## src/rtl/ctr163_chain_ctrl_if.sv

```systemverilog
// ---------------------------------------------------------------------------
// ctr163_chain_ctrl_if
//   Bundles the control-side and chain-side signals of the 74x163 chain
//   sequencer.
//   Control side: start, stop, pause, mode and count come in; busy, tick and
//                 done go out.
//   Chain side:   cnt_clr_l, cnt_ld_l, cnt_enp, cnt_ent and cnt_d go out to
//                 the counter stages; chain_rco comes back from the top stage.
//   modport slave  : the sequencer itself.
//   modport master : the surrounding system, which supplies the commands and
//                    the chain's RCO.
// ---------------------------------------------------------------------------
interface ctr163_chain_ctrl_if #(
    parameter int NSTAGE = 2
);
    localparam int W = 4 * NSTAGE;

    logic         start;
    logic         stop;
    logic         pause;
    logic         mode;
    logic [W-1:0] count;
    logic         chain_rco;

    logic         cnt_clr_l;
    logic         cnt_ld_l;
    logic         cnt_enp;
    logic         cnt_ent;
    logic [W-1:0] cnt_d;
    logic         busy;
    logic         tick;
    logic         done;

    modport slave (
        input  start, stop, pause, mode, count, chain_rco,
        output cnt_clr_l, cnt_ld_l, cnt_enp, cnt_ent, cnt_d, busy, tick, done
    );

    modport master (
        output start, stop, pause, mode, count, chain_rco,
        input  cnt_clr_l, cnt_ld_l, cnt_enp, cnt_ent, cnt_d, busy, tick, done
    );
endinterface

```

## src/rtl/ctr163_chain_ctrl.sv

```systemverilog
// ---------------------------------------------------------------------------
// ctr163_chain_ctrl
//   Sequencer for a cascade of NSTAGE 74x163-style 4-bit synchronous counters
//   that together form a programmable timer.
//
//   A START request in IDLE captures the preset P = (2^W - count) mod 2^W.
//   The sequencer then clears the chain for one cycle and loads P for one
//   cycle. After that it enables counting until the top stage's RCO reports
//   terminal count. One-shot mode returns to IDLE and pulses DONE. Auto-reload
//   mode reloads P and counts again. PAUSE freezes counting by moving to HOLD,
//   where ENT stays high and ENP drops. STOP aborts from any state.
//
// Ports
//   clk            system clock, rising edge
//   rst            asynchronous, active-high reset
//   bus (slave)    start/stop/pause/mode/count/chain_rco in;
//                  cnt_clr_l/cnt_ld_l/cnt_enp/cnt_ent/cnt_d/busy/tick/done out
// ---------------------------------------------------------------------------
module ctr163_chain_ctrl #(
    parameter int NSTAGE = 2
) (
    input  logic                 clk,
    input  logic                 rst,
    ctr163_chain_ctrl_if.slave   bus
);
    localparam int W = 4 * NSTAGE;

    localparam logic [2:0] ST_IDLE = 3'd0;
    localparam logic [2:0] ST_CLR  = 3'd1;
    localparam logic [2:0] ST_LOAD = 3'd2;
    localparam logic [2:0] ST_RUN  = 3'd3;
    localparam logic [2:0] ST_HOLD = 3'd4;

    logic [2:0]   state_reg,  state_next;
    logic [W-1:0] preset_reg, preset_next;
    logic         tick_reg,   tick_next;
    logic         done_reg,   done_next;
    logic [W-1:0] cnt_d_w;

    always_comb begin
        state_next  = state_reg;
        preset_next = preset_reg;
        tick_next   = 1'b0;
        done_next   = 1'b0;

        case (state_reg)
            ST_IDLE: begin
                if (bus.start && !bus.stop) begin
                    // Counting up from 2^W - count reaches all-ones on the
                    // count-th enabled cycle. count = 0 wraps to P = 0,
                    // which gives a full 2^W run.
                    preset_next = {W{1'b0}} - bus.count;
                    state_next  = ST_CLR;
                end
            end
            ST_CLR: begin
                state_next = bus.stop ? ST_IDLE : ST_LOAD;
            end
            ST_LOAD: begin
                state_next = bus.stop ? ST_IDLE : ST_RUN;
            end
            ST_RUN: begin
                if (bus.stop) begin
                    state_next = ST_IDLE;
                end else if (bus.chain_rco) begin
                    tick_next = 1'b1;
                    if (bus.mode) begin
                        state_next = ST_LOAD;
                    end else begin
                        state_next = ST_IDLE;
                        done_next  = 1'b1;
                    end
                end else if (bus.pause) begin
                    // The chain still advances on this edge, because ENP is
                    // high in RUN. Only the following cycles are frozen.
                    state_next = ST_HOLD;
                end
            end
            ST_HOLD: begin
                // RCO can be high while the chain sits at terminal count with
                // ENT=1, so it is deliberately not acted on here.
                if (bus.stop) begin
                    state_next = ST_IDLE;
                end else if (!bus.pause) begin
                    state_next = ST_RUN;
                end
            end
            default: begin
                state_next = ST_IDLE;
            end
        endcase
    end

    always_ff @(posedge clk or posedge rst) begin
        if (rst) begin
            state_reg  <= ST_IDLE;
            preset_reg <= '0;
            tick_reg   <= 1'b0;
            done_reg   <= 1'b0;
        end else begin
            state_reg  <= state_next;
            preset_reg <= preset_next;
            tick_reg   <= tick_next;
            done_reg   <= done_next;
        end
    end

    // Each counter stage takes its own nibble of the preset on its D inputs.
    generate
        for (genvar gi = 0; gi < NSTAGE; gi++) begin : g_stage_d
            assign cnt_d_w[4*gi +: 4] = preset_reg[4*gi +: 4];
        end
    endgenerate

    // The chain controls are Moore decodes of the state register. An
    // asynchronous reset therefore forces them to their idle values at once.
    assign bus.cnt_clr_l = (state_reg != ST_CLR);
    assign bus.cnt_ld_l  = (state_reg != ST_LOAD);
    assign bus.cnt_enp   = (state_reg == ST_RUN);
    assign bus.cnt_ent   = (state_reg == ST_RUN) || (state_reg == ST_HOLD);
    assign bus.cnt_d     = cnt_d_w;
    assign bus.busy      = (state_reg != ST_IDLE);
    assign bus.tick      = tick_reg;
    assign bus.done      = done_reg;
endmodule
```

## src/flat_wrapper.sv

```systemverilog
// flat-port wrapper written by rule: the top's interface ports become plain ports
module ctr163_chain_ctrl_flat 
#(
    parameter int NSTAGE = 2
)
  (clk, rst, bus_start, bus_stop, bus_pause, bus_mode, bus_count, bus_chain_rco, bus_cnt_clr_l, bus_cnt_ld_l, bus_cnt_enp, bus_cnt_ent, bus_cnt_d, bus_busy, bus_tick, bus_done);
  ctr163_chain_ctrl_if #(.NSTAGE(NSTAGE)) bus_i ();
  input  logic clk;
  input  logic rst;
  input wire logic [$bits(bus_i.start)-1:0] bus_start;
  input wire logic [$bits(bus_i.stop)-1:0] bus_stop;
  input wire logic [$bits(bus_i.pause)-1:0] bus_pause;
  input wire logic [$bits(bus_i.mode)-1:0] bus_mode;
  input wire logic [$bits(bus_i.count)-1:0] bus_count;
  input wire logic [$bits(bus_i.chain_rco)-1:0] bus_chain_rco;
  output wire logic [$bits(bus_i.cnt_clr_l)-1:0] bus_cnt_clr_l;
  output wire logic [$bits(bus_i.cnt_ld_l)-1:0] bus_cnt_ld_l;
  output wire logic [$bits(bus_i.cnt_enp)-1:0] bus_cnt_enp;
  output wire logic [$bits(bus_i.cnt_ent)-1:0] bus_cnt_ent;
  output wire logic [$bits(bus_i.cnt_d)-1:0] bus_cnt_d;
  output wire logic [$bits(bus_i.busy)-1:0] bus_busy;
  output wire logic [$bits(bus_i.tick)-1:0] bus_tick;
  output wire logic [$bits(bus_i.done)-1:0] bus_done;
  assign bus_i.start = bus_start;
  assign bus_i.stop = bus_stop;
  assign bus_i.pause = bus_pause;
  assign bus_i.mode = bus_mode;
  assign bus_i.count = bus_count;
  assign bus_i.chain_rco = bus_chain_rco;
  assign bus_cnt_clr_l = bus_i.cnt_clr_l;
  assign bus_cnt_ld_l = bus_i.cnt_ld_l;
  assign bus_cnt_enp = bus_i.cnt_enp;
  assign bus_cnt_ent = bus_i.cnt_ent;
  assign bus_cnt_d = bus_i.cnt_d;
  assign bus_busy = bus_i.busy;
  assign bus_tick = bus_i.tick;
  assign bus_done = bus_i.done;
  ctr163_chain_ctrl #(.NSTAGE(NSTAGE)) u_core (.clk(clk), .rst(rst), .bus(bus_i));
endmodule
```

## config.mk

```make
export PLATFORM = sky130hd
export DESIGN_NAME = ctr163_chain_ctrl_flat
export DESIGN_NICKNAME = d
export VERILOG_FILES = /design/src/rtl/ctr163_chain_ctrl_if.sv /design/src/rtl/ctr163_chain_ctrl.sv /design/src/flat_wrapper.sv
export SDC_FILE = /design/constraint.sdc
export NUM_CORES = 1
export LEC_CHECK = 0
export CORE_UTILIZATION = 41
export CTS_CLUSTER_DIAMETER = 200
export DETAILED_ROUTE_END_ITERATION = 8
export GPL_TIMING_DRIVEN = 1
export PLACE_DENSITY_LB_ADDON = 0.3
export SLEW_MARGIN = 15
export SYNTH_ARGS = -nofsm -noshare
export SYNTH_HDL_FRONTEND = slang
export SYNTH_SLANG_ARGS = --single-unit
```

## constraint.sdc

```tcl
create_clock -name clk -period 2.2 [get_ports clk]
set_input_delay 0.33 -clock clk [delete_from_list [all_inputs] [get_ports clk]]
set_output_delay 0.33 -clock clk [all_outputs]
set_load 0.01 [all_outputs]
```

==> results_dict.tcl <==
set metrics [dict create \
    status "finished clean" \
    hold_class "input pin to async pin" \
    grt_remaining_overflow 0 \
    finalHoldViolations 0 \
    grt_max_degree 14 \
    synth_ff_type "dfrtp_1" \
    nets 119 \
    vias_per_cell 5.17 \
    post_cts_buffers 0 \
    timing.max_cap.violations 0 \
    grt.busiest_layer "met2" \
    postPlaceCellArea_mm2 0.00103 \
    yosysTopAreaCell "dfrtp_1" \
    leakage_nw 0.470 \
    dp_slack_ns 0.305 \
    insertion_delay_ns 0.27 \
    yosys_register_bits 13 \
    syn_to_final_growth_pct 44.4 \
    cpPeakStageDelay_ns 0.52 \
    fmax_mhz 486 \
    fillers 119 \
    cp_max_fo 8 \
    die_w_um 44.4 \
    start_util_pct 46.2 \
    worst_hold_slack_ns 0.376 \
    antenna_left 0 \
    rows 14 \
    synth_area_leaders "dfrtp_1 44%, o21ai_0 6.1%, mux2_4 6.1%, or3_1 3.4%, o31ai_1 3.1%" \
    clock_path_buffers 2 \
    numClockSinks 13 \
    layout-drive-gt1-share_pct 11.8 \
    finalSetupViolCount 0 \
    grt_pass1_wl_mm 2.51 \
    htree_num_levels 1 \
    crit_type "flip-flop to output pin" \
    first_pass_iters 4 \
    endpoint_kind "output pin" \
    cts-root-buf "clkbuf_4" \
    io_pins 30 \
    largest_register_ffs 8 \
    place_hpwl_mm 1.20 \
    crit_path_start_kind "flip-flop" \
    async_flop_share_pct 100 \
    fin_crit_ns 2.06 \
    synth.area.mux_share_pct 6.12 \
    clk_pin_slew_ns 0.08 \
    antenna_found_initial 0 \
    synthesis.nets 89 \
    fin_skew_ns 0.00178 \
    drtIter0Drc 12 \
    design_area_mm2 0.00106 \
    dieArea_mm2 0.00197 \
    synth_xor_area_share_pct 3.57 \
    grt_pass1_vias 599 \
    syn_area_um2 736 \
    ys_types 29 \
    synth_compound_area_share_pct 18.9 \
    use_met3_pct 6.53 \
    synth_adder_area_share_pct 1.70 \
    worstPathCellList "or3_1 > clkdlybuf4s50_1" \
    drcViolationCount 0 \
    die_h_um 44.4 \
    num_antenna_cells 0 \
    worst_pin_slew_ns 0.485 \
    cp_slowest_cell "clkdlybuf4s50_1" \
    worstPathArrival_ns 1.73 \
    p_per_area_mw_per_mm2 664 \
    core-area_mm2 0.00159 \
    numPortBuffers 29 \
    rsz0062_at_grt "no" \
    maxSlewHeadroom_pct 67.6 \
    cts_tree "built" \
    synth.most_common_cell "dfrtp_1" \
    wire_per_inst_um 12.6 \
    synth_commonest_cells "13 x dfrtp_1, 9 x o21ai_0, 5 x inv_1" \
    synth.avg_cell_area_um2 10.1 \
    ys_warn_count 0 \
    fin_crit_sh_pct 93.6 \
    grt_use_met1_pct 23.6 \
    synth_edf_count 0 \
    synth_simple_gate_area_share_pct 19.6 \
    syn_inst 73 \
    ir_drop_mv 0.423 \
    routed_wirelength_mm 1.59 \
    worst_slack_ns 0.141 \
    numCtsBuffers 3 \
    fin_setup_tns_ns 0 \
    yosys.area.top_type_share_pct 44.2 \
    grtUsageMet2_pct 27.6 \
    ys_seq_area_share_pct 44.2 \
    synth_top_family_by_area "simple AND/OR/NAND/NOR gates" \
    cp.required_ns 1.87 \
    place_congestion 0.832 \
    grt_use_total_pct 17.7 \
    power_mw 0.705 \
    vias 652 \
    maxSlewViolCount 0 \
]
[layer usage]
layer	share of wire (%)	up-vias
met3	5.9	0
met1	46	308
met4	0	0
met5	0	-
li1	-	321
met2	48	23
[path summary, 6_finish.rpt]
check / cells past startpoint / endpoint / startpoint / slack [ns]
max: 2 / bus_busy / u_core.state_reg[0] / 0.14
min: 2 / u_core.bus.cnt_d[5] / rst / 0.38
max reg2reg: 3 / u_core.bus.cnt_d[4] / u_core.state_reg[0] / 0.42
min reg2reg: 1 / u_core.bus.cnt_d[3] / u_core.bus.cnt_d[3] / 0.52
max in group asynchronous: 2 / u_core.state_reg[1] / rst / 1.47
min in group clk: 1 / u_core.bus.cnt_d[3] / u_core.bus.cnt_d[3] / 0.52
[cell usage in the layout (no fill, tap or decap), types with 2 or more instances in the layout]
cell and instances:
clkbuf_4 3, o31a_1 2, nor2_1 4, nor3b_1 2, or3_1 4, inv_1 5
or3b_2 2, nor4_1 2, o21ai_0 9, nand3b_1 2, a21oi_1 2, nand2_1 2
dfrtp_2 2, clkdlybuf4s50_1 28, mux2_4 3, o31ai_1 3, dfrtp_1 11, xor2_1 2
and3b_1 2
[cell families after synthesis]
logic type | after synthesis
simple gates | 23
flops | 13
fa+ha+maj | 1
compound gates | 21
buf+inv | 9
mux | 3
xor+xnor | 3
[worst max-delay path: cells and delay by family, from the launching register on]
family | cells | cell delay (ns)
flops | 1 | 0.45
simple gates | 1 | 0.48
buf+inv | 1 | 0.52
[layout make-up]
cell class	instances	area (um^2)	area share [%]
well taps	24	30.0	2.83
inverters	5	18.8	1.77
repair buffers	29	293	27.6
flip-flops and latches	13	328	30.9
clock buffers	4	26.3	2.47
multi-input cells	51	367	34.5
[metrics by stage]
| stage | cells | util (%) |
|---|---|---|
| floorplan | 73 | - |
| global placement | 122 | 64.7 |
| detailed placement | 122 | 64.7 |
| CTS | 126 | 66.3 |
| global route | 126 | 66.6 |
| finish | 126 | 66.6 |
[what timing repair did]
item / 4_1_cts / 5_1_grt
hold buffers: 0 / 0
resized for setup: 0 / 3
setup endpoints to repair: 0 / 1
[report_power, final]
| part | switching [mW] | internal [mW] | total [mW] |
|---|---|---|---|
| logic | 0.0935 | 0.154 | 0.247 |
| registers | 0.0304 | 0.282 | 0.313 |
| clock network | 0.0752 | 0.0702 | 0.145 |
No activity file was read; power rests on OpenSTA's default activity.
